--- config.mk ---
export PLATFORM = sky130hd
export DESIGN_NAME = stack_op_engine_flat
export DESIGN_NICKNAME = d
export VERILOG_FILES = /design/src/rtl/stack_op_if.sv /design/src/rtl/stack_op_engine.sv /design/src/flat_wrapper.sv
export SDC_FILE = /design/constraint.sdc
export NUM_CORES = 1
export LEC_CHECK = 0
export ABC_CLOCK_PERIOD_IN_PS = 2300
export BUFFER_PORTS_ARGS = -buffer_cell sky130_fd_sc_hd__buf_4
export CORE_UTILIZATION = 34
export CTS_CLUSTER_SIZE = 24
export DETAILED_ROUTE_END_ITERATION = 12
export GPL_ROUTABILITY_DRIVEN = 0
export PLACE_DENSITY = 0.58
export SKIP_CTS_REPAIR_TIMING = 1
export SLEW_MARGIN = 20
export SYNTH_ARGS = -nofsm -noshare
export SYNTH_HDL_FRONTEND = slang
export SYNTH_SLANG_ARGS = --single-unit
export TNS_END_PERCENT = 5
--- constraint.sdc ---
create_clock -name clk -period 2.3 [get_ports clk]
set_input_delay 0.115 -clock clk [delete_from_list [all_inputs] [get_ports clk]]
set_output_delay 0.115 -clock clk [all_outputs]
set_load 0.005 [all_outputs]
--- src/rtl/stack_op_if.sv ---
// Instruction and operand-stack port bundle for stack_op_engine.
// master = decode stage + stack storage, slave = the engine.
interface stack_op_if #(
  parameter int WIDTH = 8,
  parameter int DEPTH = 5
);
  localparam int DW = $clog2(DEPTH + 1);

  logic             op_valid;
  logic             op_ready;
  logic [2:0]       op_code;
  logic [WIDTH-1:0] op_imm;

  logic             stk_push;
  logic             stk_pop;
  logic             stk_tos;
  logic [WIDTH-1:0] stk_din;
  logic [WIDTH-1:0] stk_dout;

  logic [WIDTH-1:0] result;
  logic             result_valid;
  logic [DW-1:0]    depth;
  logic             err_under;
  logic             err_over;

  modport master (
    output op_valid, op_code, op_imm, stk_dout,
    input  op_ready, stk_push, stk_pop, stk_tos, stk_din,
           result, result_valid, depth, err_under, err_over
  );

  modport slave (
    input  op_valid, op_code, op_imm, stk_dout,
    output op_ready, stk_push, stk_pop, stk_tos, stk_din,
           result, result_valid, depth, err_under, err_over
  );
endinterface

--- src/rtl/stack_op_engine.sv ---
// Stack-machine sequencer: one instruction at a time, result_valid 2..6 cycles after accept.
// op_ready is high only in IDLE; illegal instructions take a one-cycle FAULT detour.
module stack_op_engine #(
  parameter int WIDTH = 8,
  parameter int DEPTH = 5
) (
  input  logic       clk,
  input  logic       rst,
  stack_op_if.slave  bus
);
  localparam int DW = $clog2(DEPTH + 1);

  localparam logic [2:0] OP_NOP  = 3'b000;
  localparam logic [2:0] OP_PUSH = 3'b001;
  localparam logic [2:0] OP_POP  = 3'b010;
  localparam logic [2:0] OP_ADD  = 3'b011;
  localparam logic [2:0] OP_SUB  = 3'b100;
  localparam logic [2:0] OP_AND  = 3'b101;
  localparam logic [2:0] OP_NOT  = 3'b110;
  localparam logic [2:0] OP_DUP  = 3'b111;

  typedef enum logic [2:0] {
    S_IDLE, S_POPA, S_READA, S_POPB, S_READB, S_PUSHR, S_PUSH2, S_FAULT
  } state_t;

  state_t           r_state;
  logic [2:0]       r_op;
  logic [WIDTH-1:0] r_a;
  logic [WIDTH-1:0] r_din;
  logic [WIDTH-1:0] r_result;
  logic             r_push;
  logic             r_pop;
  logic             r_tos;
  logic             r_rdy;
  logic             r_rv;
  logic             r_err_under;
  logic             r_err_over;
  logic [DW-1:0]    r_depth;

  logic             w_accept;
  logic             w_under;
  logic             w_over;

  assign w_accept = bus.op_valid & r_rdy;

  // DUP pops one and pushes two, so it needs one free slot just like PUSH.
  always_comb begin
    w_under = 1'b0;
    w_over  = 1'b0;
    case (bus.op_code)
      OP_POP, OP_NOT: w_under = (r_depth == '0);
      OP_DUP: begin
        w_under = (r_depth == '0);
        w_over  = (r_depth >= DW'(DEPTH));
      end
      OP_ADD, OP_SUB, OP_AND: w_under = (r_depth < DW'(2));
      OP_PUSH: w_over = (r_depth >= DW'(DEPTH));
      default: ;
    endcase
  end

  always_ff @(posedge clk or posedge rst) begin
    if (rst) begin
      r_state     <= S_IDLE;
      r_op        <= OP_NOP;
      r_a         <= '0;
      r_din       <= '0;
      r_result    <= '0;
      r_push      <= 1'b0;
      r_pop       <= 1'b0;
      r_tos       <= 1'b0;
      r_rdy       <= 1'b1;
      r_rv        <= 1'b0;
      r_err_under <= 1'b0;
      r_err_over  <= 1'b0;
      r_depth     <= '0;
    end else begin
      r_push <= 1'b0;
      r_pop  <= 1'b0;
      r_tos  <= 1'b0;
      r_din  <= '0;
      r_rv   <= 1'b0;
      r_rdy  <= 1'b0;
      case (r_state)
        S_IDLE: begin
          r_rdy <= 1'b1;
          if (w_accept && bus.op_code != OP_NOP) begin
            r_op  <= bus.op_code;
            r_rdy <= 1'b0;
            if (w_under) begin
              r_state     <= S_FAULT;
              r_err_under <= 1'b1;
            end else if (w_over) begin
              r_state    <= S_FAULT;
              r_err_over <= 1'b1;
            end else if (bus.op_code == OP_PUSH) begin
              r_state <= S_PUSHR;
              r_push  <= 1'b1;
              r_din   <= bus.op_imm;
            end else begin
              r_state <= S_POPA;
              r_pop   <= 1'b1;
            end
          end
        end
        S_POPA: begin
          r_depth <= r_depth - DW'(1);
          r_state <= S_READA;
          r_tos   <= 1'b1;
        end
        S_READA: begin
          r_a <= bus.stk_dout;
          case (r_op)
            OP_POP: begin
              r_result <= bus.stk_dout;
              r_rv     <= 1'b1;
              r_rdy    <= 1'b1;
              r_state  <= S_IDLE;
            end
            OP_NOT: begin
              r_state <= S_PUSHR;
              r_push  <= 1'b1;
              r_din   <= ~bus.stk_dout;
            end
            OP_DUP: begin
              r_state <= S_PUSHR;
              r_push  <= 1'b1;
              r_din   <= bus.stk_dout;
            end
            default: begin
              r_state <= S_POPB;
              r_pop   <= 1'b1;
            end
          endcase
        end
        S_POPB: begin
          r_depth <= r_depth - DW'(1);
          r_state <= S_READB;
          r_tos   <= 1'b1;
        end
        S_READB: begin
          r_state <= S_PUSHR;
          r_push  <= 1'b1;
          case (r_op)
            OP_ADD:  r_din <= bus.stk_dout + r_a;
            OP_SUB:  r_din <= bus.stk_dout - r_a;
            default: r_din <= bus.stk_dout & r_a;
          endcase
        end
        S_PUSHR: begin
          r_depth <= r_depth + DW'(1);
          if (r_op == OP_DUP) begin
            r_state <= S_PUSH2;
            r_push  <= 1'b1;
            r_din   <= r_din;
          end else begin
            r_result <= r_din;
            r_rv     <= 1'b1;
            r_rdy    <= 1'b1;
            r_state  <= S_IDLE;
          end
        end
        S_PUSH2: begin
          r_depth  <= r_depth + DW'(1);
          r_result <= r_din;
          r_rv     <= 1'b1;
          r_rdy    <= 1'b1;
          r_state  <= S_IDLE;
        end
        S_FAULT: begin
          r_rdy   <= 1'b1;
          r_state <= S_IDLE;
        end
        default: begin
          r_rdy   <= 1'b1;
          r_state <= S_IDLE;
        end
      endcase
    end
  end

  assign bus.op_ready     = r_rdy;
  assign bus.stk_push     = r_push;
  assign bus.stk_pop      = r_pop;
  assign bus.stk_tos      = r_tos;
  assign bus.stk_din      = r_din;
  assign bus.result       = r_result;
  assign bus.result_valid = r_rv;
  assign bus.depth        = r_depth;
  assign bus.err_under    = r_err_under;
  assign bus.err_over     = r_err_over;
endmodule

--- src/flat_wrapper.sv ---
// flat-port wrapper written by rule: the top's interface ports become plain ports
module stack_op_engine_flat 
#(
  parameter int WIDTH = 8,
  parameter int DEPTH = 5
)
  (clk, rst, bus_op_valid, bus_op_code, bus_op_imm, bus_stk_dout, bus_op_ready, bus_stk_push, bus_stk_pop, bus_stk_tos, bus_stk_din, bus_result, bus_result_valid, bus_depth, bus_err_under, bus_err_over);
  stack_op_if #(.WIDTH(WIDTH), .DEPTH(DEPTH)) bus_i ();
  input  logic clk;
  input  logic rst;
  input wire logic [$bits(bus_i.op_valid)-1:0] bus_op_valid;
  input wire logic [$bits(bus_i.op_code)-1:0] bus_op_code;
  input wire logic [$bits(bus_i.op_imm)-1:0] bus_op_imm;
  input wire logic [$bits(bus_i.stk_dout)-1:0] bus_stk_dout;
  output wire logic [$bits(bus_i.op_ready)-1:0] bus_op_ready;
  output wire logic [$bits(bus_i.stk_push)-1:0] bus_stk_push;
  output wire logic [$bits(bus_i.stk_pop)-1:0] bus_stk_pop;
  output wire logic [$bits(bus_i.stk_tos)-1:0] bus_stk_tos;
  output wire logic [$bits(bus_i.stk_din)-1:0] bus_stk_din;
  output wire logic [$bits(bus_i.result)-1:0] bus_result;
  output wire logic [$bits(bus_i.result_valid)-1:0] bus_result_valid;
  output wire logic [$bits(bus_i.depth)-1:0] bus_depth;
  output wire logic [$bits(bus_i.err_under)-1:0] bus_err_under;
  output wire logic [$bits(bus_i.err_over)-1:0] bus_err_over;
  assign bus_i.op_valid = bus_op_valid;
  assign bus_i.op_code = bus_op_code;
  assign bus_i.op_imm = bus_op_imm;
  assign bus_i.stk_dout = bus_stk_dout;
  assign bus_op_ready = bus_i.op_ready;
  assign bus_stk_push = bus_i.stk_push;
  assign bus_stk_pop = bus_i.stk_pop;
  assign bus_stk_tos = bus_i.stk_tos;
  assign bus_stk_din = bus_i.stk_din;
  assign bus_result = bus_i.result;
  assign bus_result_valid = bus_i.result_valid;
  assign bus_depth = bus_i.depth;
  assign bus_err_under = bus_i.err_under;
  assign bus_err_over = bus_i.err_over;
  stack_op_engine #(.WIDTH(WIDTH), .DEPTH(DEPTH)) u_core (.clk(clk), .rst(rst), .bus(bus_i));
endmodule
==> results.toml, run 1 <==
[logic_synthesis]
synth_top_area_cell = "dfrtp_1"
synth_cells = 281
async_flop_share_pct = 100
synth_edf_count = 0
synth-seq-cells = 40
yosys.area.top_type_share_pct = 37.4
synthFlopType = "dfrtp_1"
synth.cell_area_um2 = 2610
syn_area_per_cell_um2 = 9.28
seq_area_frac_synth_pct = 38.4
yosysWarnings = 0
synth_area_leaders = "dfrtp_1 37%, mux2_2 4.8%, ha_1 4.3%"
synth_cell_types = 58
synth_nets = 314

[grt]
gr-total-overflow = 0
grt_antenna_before_repair = 0
grt_usage_pct = 17.2
grt_max_degree = 41
grt_pass1_vias = 2121
grt_pass1_wl_um = 10600

[floorplan]
rows = 31
core_area_um2 = 7330
die_area_um2 = 8020
die_height_um = 89.6
die_width_um = 89.6
boundaryPins = 48
start_util_pct = 35.6

[setup_path]
critPathMaxStageDelay_ns = 0.39
required_ns = 2.48
worstSetupStartpoint = "u_core.r_op[1]$_DFFE_PP0P_"
crit_fanout = 8
worstPathCellList = "nor3b_2 -> buf_4 -> mux2_4 -> fa_2 -> nor2b_4 -> o21a_1 -> o21a_1 -> o31ai_2 -> a221o_1"
arrival_ns = 2.50
endpoint_kind = "register"
reg2reg_from = "u_core.r_op[1]$_DFFE_PP0P_"
startpoint_type = "register"
crit_top_cell = "o21a_1"
worstSetupPathType = "reg -> reg"
crit_slowest_cell = "dfrtp_1"

[route]
first_pass_iters = 4
antenna_left = 0
vias = 2345
via_per_inst = 5.21
wl_per_cell_um = 14.8
drc = 0
drtIter0Drc = 154
drt-total-wl_um = 6640

[timing]
fmax_ghz = 0.430
setup_viol = 1
rsz0062_at_grt = "yes"
fin_ws_ns = -0.0243
finalCritPeriodShare_pct = 101
whs_ns = 0.0700
maxSlewViolCount = 0
finalHoldViolations = 0
worst_pin_slew_ns = 0.541
finalClockSkew_ns = 0.00653
finalWorstPathRequiredPeriod_ns = 2.32
slew_headroom_pct = 63.8

[status]
violations = "negative setup slack"
status = "finished, violations left"

[clocking]
h-tree-depth = 2
cts-root-buf = "clkbuf_8"
clock_latency_ns = 0.29
clk_pin_slew_worst_paths_ns = 0.08
clockBufferDepth = 2
cts_made_buffers = 5
cts_num_sinks = 40
cts_tree = "done"

[power_and_ir_drop]
peakVddDrop_mv = 0.472
power_leakage_nw = 1.53
power.density_nw_per_um2 = 1580

[place]
hpwlAfterDp_um = 4930
dpl_cell_area_um2 = 3200
io_buffers = 47

[layout]
insertedDiodeCount = 0
design_area_um2 = 3360
syn2layout_area_growth_pct = 28.9
nets = 383
drive_gt1_share_pct = 32.5

[hold_path]
hp-start = "bus_op_imm[2]"
hold_class = "in -> reg"

[job]
timing.max_cap.violations = 0
## cells in the final DEF, fill, tap and decap left out, types with 2 or more instances in the layout
master and n:
o21ai_0 19, a221o_2 2, a21oi_1 9, nor2b_1 3, ha_1 9, and3b_1 2
inv_1 11, mux2_2 10, nor3_1 9, and3_1 2, nor3b_1 2, mux2i_1 3
xnor2_1 10, clkbuf_8 5, a21oi_2 2, nor2_1 26, a21o_1 2, nand2_1 27
a221oi_1 3, dfrtp_1 39, o21a_1 3, xor2_1 10, or2_2 2, nand4_1 3
buf_4 72, o21ai_1 2, a221o_1 3, o211ai_1 3, a22oi_1 3, a31oi_1 10
nor3b_2 2, nand3_1 7
## final timing paths
path                       depth (start not counted)                           endpoint  slack, ns
setup / recovery                                   9  u_core.bus.stk_din[4]$_DFFE_PP0N_      -0.02
max in group asynchronous                          4          u_core.r_a[4]$_DFFE_PP0P_       1.43
min in group asynchronous                          4    u_core.bus.depth[1]$_DFFE_PP0P_       0.50
setup reg to reg                                   9  u_core.bus.stk_din[4]$_DFFE_PP0N_      -0.02
hold reg to reg                                    1    u_core.bus.err_over$_DFFE_PP0P_       0.46
hold / removal                                     3  u_core.bus.stk_din[2]$_DFFE_PP0N_       0.07
## synth_stat cells, drive strengths merged, types with 2 or more instances
library cell	instances
mux2	11
o211ai	3
nor3	10
or2	2
nor2	26
buf	9
ha	9
a21o	2
and2	2
nand4	3
nor2b	4
inv	12
and3b	2
and3	2
mux2i	3
o21ai	22
a221oi	3
a221o	5
xnor2	10
o21a	3
nor3b	4
nand2	28
xor2	10
a31oi	10
o31ai	2
dfrtp	39
nand3	8
a21oi	11
clkbuf	2
fa	2
a22oi	3
## flip-flops by register name, indices dropped and copies added, names as in the netlist, 3 cells and up
name                flops
u_core.bus.result       8
u_core.r_state          3
u_core.bus.depth        3
u_core.r_op             3
u_core.r_a              8
u_core.bus.stk_din      8
## layout make-up
| type | instances | area (um^2) |
|---|---|---|
| inverters | 13 | 48.8 |
| multi-input cells | 217 | 1530 |
| repair buffers | 73 | 551 |
| fillers | 706 | 3970 |
| clock inverters | 2 | 35.0 |
| well taps | 99 | 124 |
| flip-flops and latches | 40 | 1000 |
| clock buffers | 6 | 72.6 |
## logic make-up after synthesis
family | after synthesis | share of synthesized area (%)
simple gates | 99 | 20.1
compound gates | 73 | 18.7
flops | 40 | 38.4
buf+inv | 24 | 4.32
xor+xnor | 20 | 6.72
mux | 14 | 5.90
fa+ha+maj | 11 | 5.85
## worst max-delay path, delay by kind of cell, from the launching register on
family | cells | cell delay, ns
AOI/OAI and AO/OA | 4 | 0.67
DFF | 1 | 0.39
adders and majority gates | 1 | 0.37
muxes | 1 | 0.32
and+or+nand+nor | 2 | 0.31
buffers and inverters | 1 | 0.17
## power breakdown
part | leakage (nW) | internal [mW] | switching, mW
combinational | 0.980 | 1.70 | 1.66
sequential | 0.490 | 1.04 | 0.323
clock | 0.0552 | 0.322 | 0.250
total | 1.53 | 3.06 | 2.24
## layer usage
metal | vias to the layer above | track usage (%) | part of all wire [%]
met4 | 0 | 3.46 | 0.62
met3 | 2 | 2.29 | 4.1
met2 | 59 | 27.7 | 47
met5 | - | 0 | 0
li1 | 1154 | - | -
met1 | 1130 | 24.7 | 49
## stage by stage
step / util, % / setup TNS, ns / instances / setup slack [ns] / total power [mW]
after global routing: 45.9 / -0.467 / 450 / -0.160 / 5.77
after detailed placement: 43.7 / -0.0555 / 439 / -0.0258 / 4.56
final: 45.9 / -0.0243 / 450 / -0.0243 / 5.30
after floorplan: - / -0.00421 / 281 / -0.00421 / 3.48
after global placement: 43.7 / 0 / 439 / 0.0169 / 4.51
after CTS: 45.1 / -0.0841 / 447 / -0.0329 / 5.15
No activity file was read; power rests on OpenSTA's default activity.
==> run 2: changes to the inputs <==
BUFFER_PORTS_ARGS = not set   (was -buffer_cell sky130_fd_sc_hd__buf_4)
DONT_BUFFER_PORTS = 1   (was not set)
PLACE_DENSITY = 0.53   (was 0.58)
==> run 2 against run 1 <==
  * The run ends with negative hold slack, negative setup slack left
  * Flip-flop and latch count stayed put
  * Cell area is 6.7% lower
  * Power is 7.8% lower
  * Wire length is 5.0% higher
  * Clock-buffer cell count is 1 lower
  * Fmax is 2.0% lower
  * First-iteration DRC count is 12% lower
  * Clock power is 15% lower
  * Non-clock buffer count is 32 lower
==> results.toml, run 2 (synthesis gave the netlist of run 1 again) <==
[timing]
finalClockSkew_ns = 0.0133
setup_viol = 3
finalCritPeriodShare_pct = 103
fmax_ghz = 0.421
worst_pin_slew_ns = 0.629
whs_ns = -0.0183
finalWorstPathRequiredPeriod_ns = 2.37
maxSlewViolCount = 0
finalHoldViolations = 3
rsz0062_at_grt = "yes"
slew_headroom_pct = 57.8
fin_ws_ns = -0.0728

[grt]
grt_antenna_before_repair = 0
grt_max_degree = 19
gr-total-overflow = 0
grt_pass1_vias = 2033
grt_usage_pct = 17.3
grt_pass1_wl_um = 10300

[layout]
nFillCells = 717
syn2layout_area_growth_pct = 20.2
insertedDiodeCount = 0
nets = 351
drive_gt1_share_pct = 21.0
design_area_um2 = 3140
mostFrequentLayoutCell = "dfrtp_1"
layout_common_cells = "39 x dfrtp_1, 26 x nor2_1, 26 x nand2_1"

[setup_path]
required_ns = 2.50
worstSetupStartpoint = "u_core.r_op[0]$_DFFE_PP0P_"
crit_fanout = 5
endpoint_kind = "register"
startpoint_type = "register"
worstSetupPathType = "reg -> reg"
reg2reg_depth = 9
rrSetupSlack_ns = -0.07
arrival_ns = 2.57
reg2reg_from = "u_core.r_op[0]$_DFFE_PP0P_"
r2r-end = "u_core.bus.stk_din[4]$_DFFE_PP0N_"

[status]
violations = "negative hold slack, negative setup slack"
status = "finished, violations left"

[place]
io_buffers = 0
hpwlAfterDp_um = 5170
dpl_cell_area_um2 = 2860

[route]
vias = 2208
drt-total-wl_um = 6970
via_per_inst = 5.28
drc = 0
antenna_left = 0
wl_per_cell_um = 16.7
first_pass_iters = 4
drtIter0Drc = 136

[clocking]
clock_latency_ns = 0.30
cts-root-buf = "clkbuf_8"
cts_made_buffers = 5
clockBufferDepth = 2
h-tree-depth = 2
clk_pin_slew_worst_paths_ns = 0.09
cts_tree = "done"
cts_num_sinks = 40

[floorplan]
rows = 31
start_util_pct = 35.6
die_area_um2 = 8020
boundaryPins = 48
core_area_um2 = 7330
die_width_um = 89.6
die_height_um = 89.6

[power_and_ir_drop]
power_leakage_nw = 1.34
peakVddDrop_mv = 0.462
power.density_nw_per_um2 = 1560

[hold_path]
hold-path-endpoint = "u_core.bus.result[1]$_DFFE_PP0P_"
hold_class = "in -> reg"
hp-start = "bus_stk_dout[1]"
holdPathStages = 2

[job]
timing.max_cap.violations = 0
## run 2: where the power goes
part,switching (mW),internal [mW],total [mW]
combinational,1.54,1.47,3.00
sequential,0.355,1.04,1.40
clock,0.274,0.212,0.486
## run 2: layout make-up
cell class | instances | area, um^2 | area share [%]
sequential | 40 | 1000 | 32.0
timing repair buffer | 41 | 349 | 11.1
clock inverter | 3 | 18.8 | 0.599
multi-input combinational | 217 | 1520 | 48.6
inverter | 13 | 48.8 | 1.56
clock buffer | 5 | 68.8 | 2.19
tap | 99 | 124 | 3.95
## run 2: per-stage QoR
stage / util (%) / total power, mW / std cells / setup WS (ns) / setup TNS (ns)
floorplan: - / 3.48 / 281 / -0.00421 / -0.00421
global placement: 39.1 / 4.24 / 394 / -0.0245 / -0.0245
detailed placement: 39.1 / 4.27 / 394 / -0.0330 / -0.0657
CTS: 40.3 / 4.77 / 402 / -0.0350 / -0.0680
global route: 42.8 / 5.33 / 418 / -0.181 / -0.653
finish: 42.8 / 4.88 / 418 / -0.0728 / -0.103
## run 2: worst max-delay path: stages, from the launching register on
cell and delay, ns:
dfrtp_1 0.39, nor3b_2 0.23, buf_4 0.18, mux2_4 0.31, fa_2 0.37, nor2b_4 0.14
o21a_1 0.15, o21a_1 0.13, o31ai_1 0.07, a221o_1 0.31
## run 2: worst max path at each step
stage	to	slack, ns	depth (start not counted)
2_1_floorplan	u_core.bus.stk_din[4]$_DFFE_PP0N_	-0.004	10
3_3_place_gp	u_core.bus.stk_din[4]$_DFFE_PP0N_	-0.02	9
3_5_place_dp	u_core.bus.stk_din[4]$_DFFE_PP0N_	-0.03	9
4_1_cts	u_core.bus.stk_din[6]$_DFFE_PP0N_	-0.04	9
5_1_grt	u_core.bus.stk_din[4]$_DFFE_PP0N_	-0.18	9
6_report	u_core.bus.stk_din[4]$_DFFE_PP0N_	-0.07	9
## run 2: metal layers
layer | vias up | part of all wire (%) | track usage, %
met4 | 0 | 1.1 | 4.76
met3 | 6 | 4.3 | 3.75
met1 | 1060 | 50 | 23.5
li1 | 1093 | - | -
met5 | - | 0 | 0
met2 | 49 | 44 | 27.6
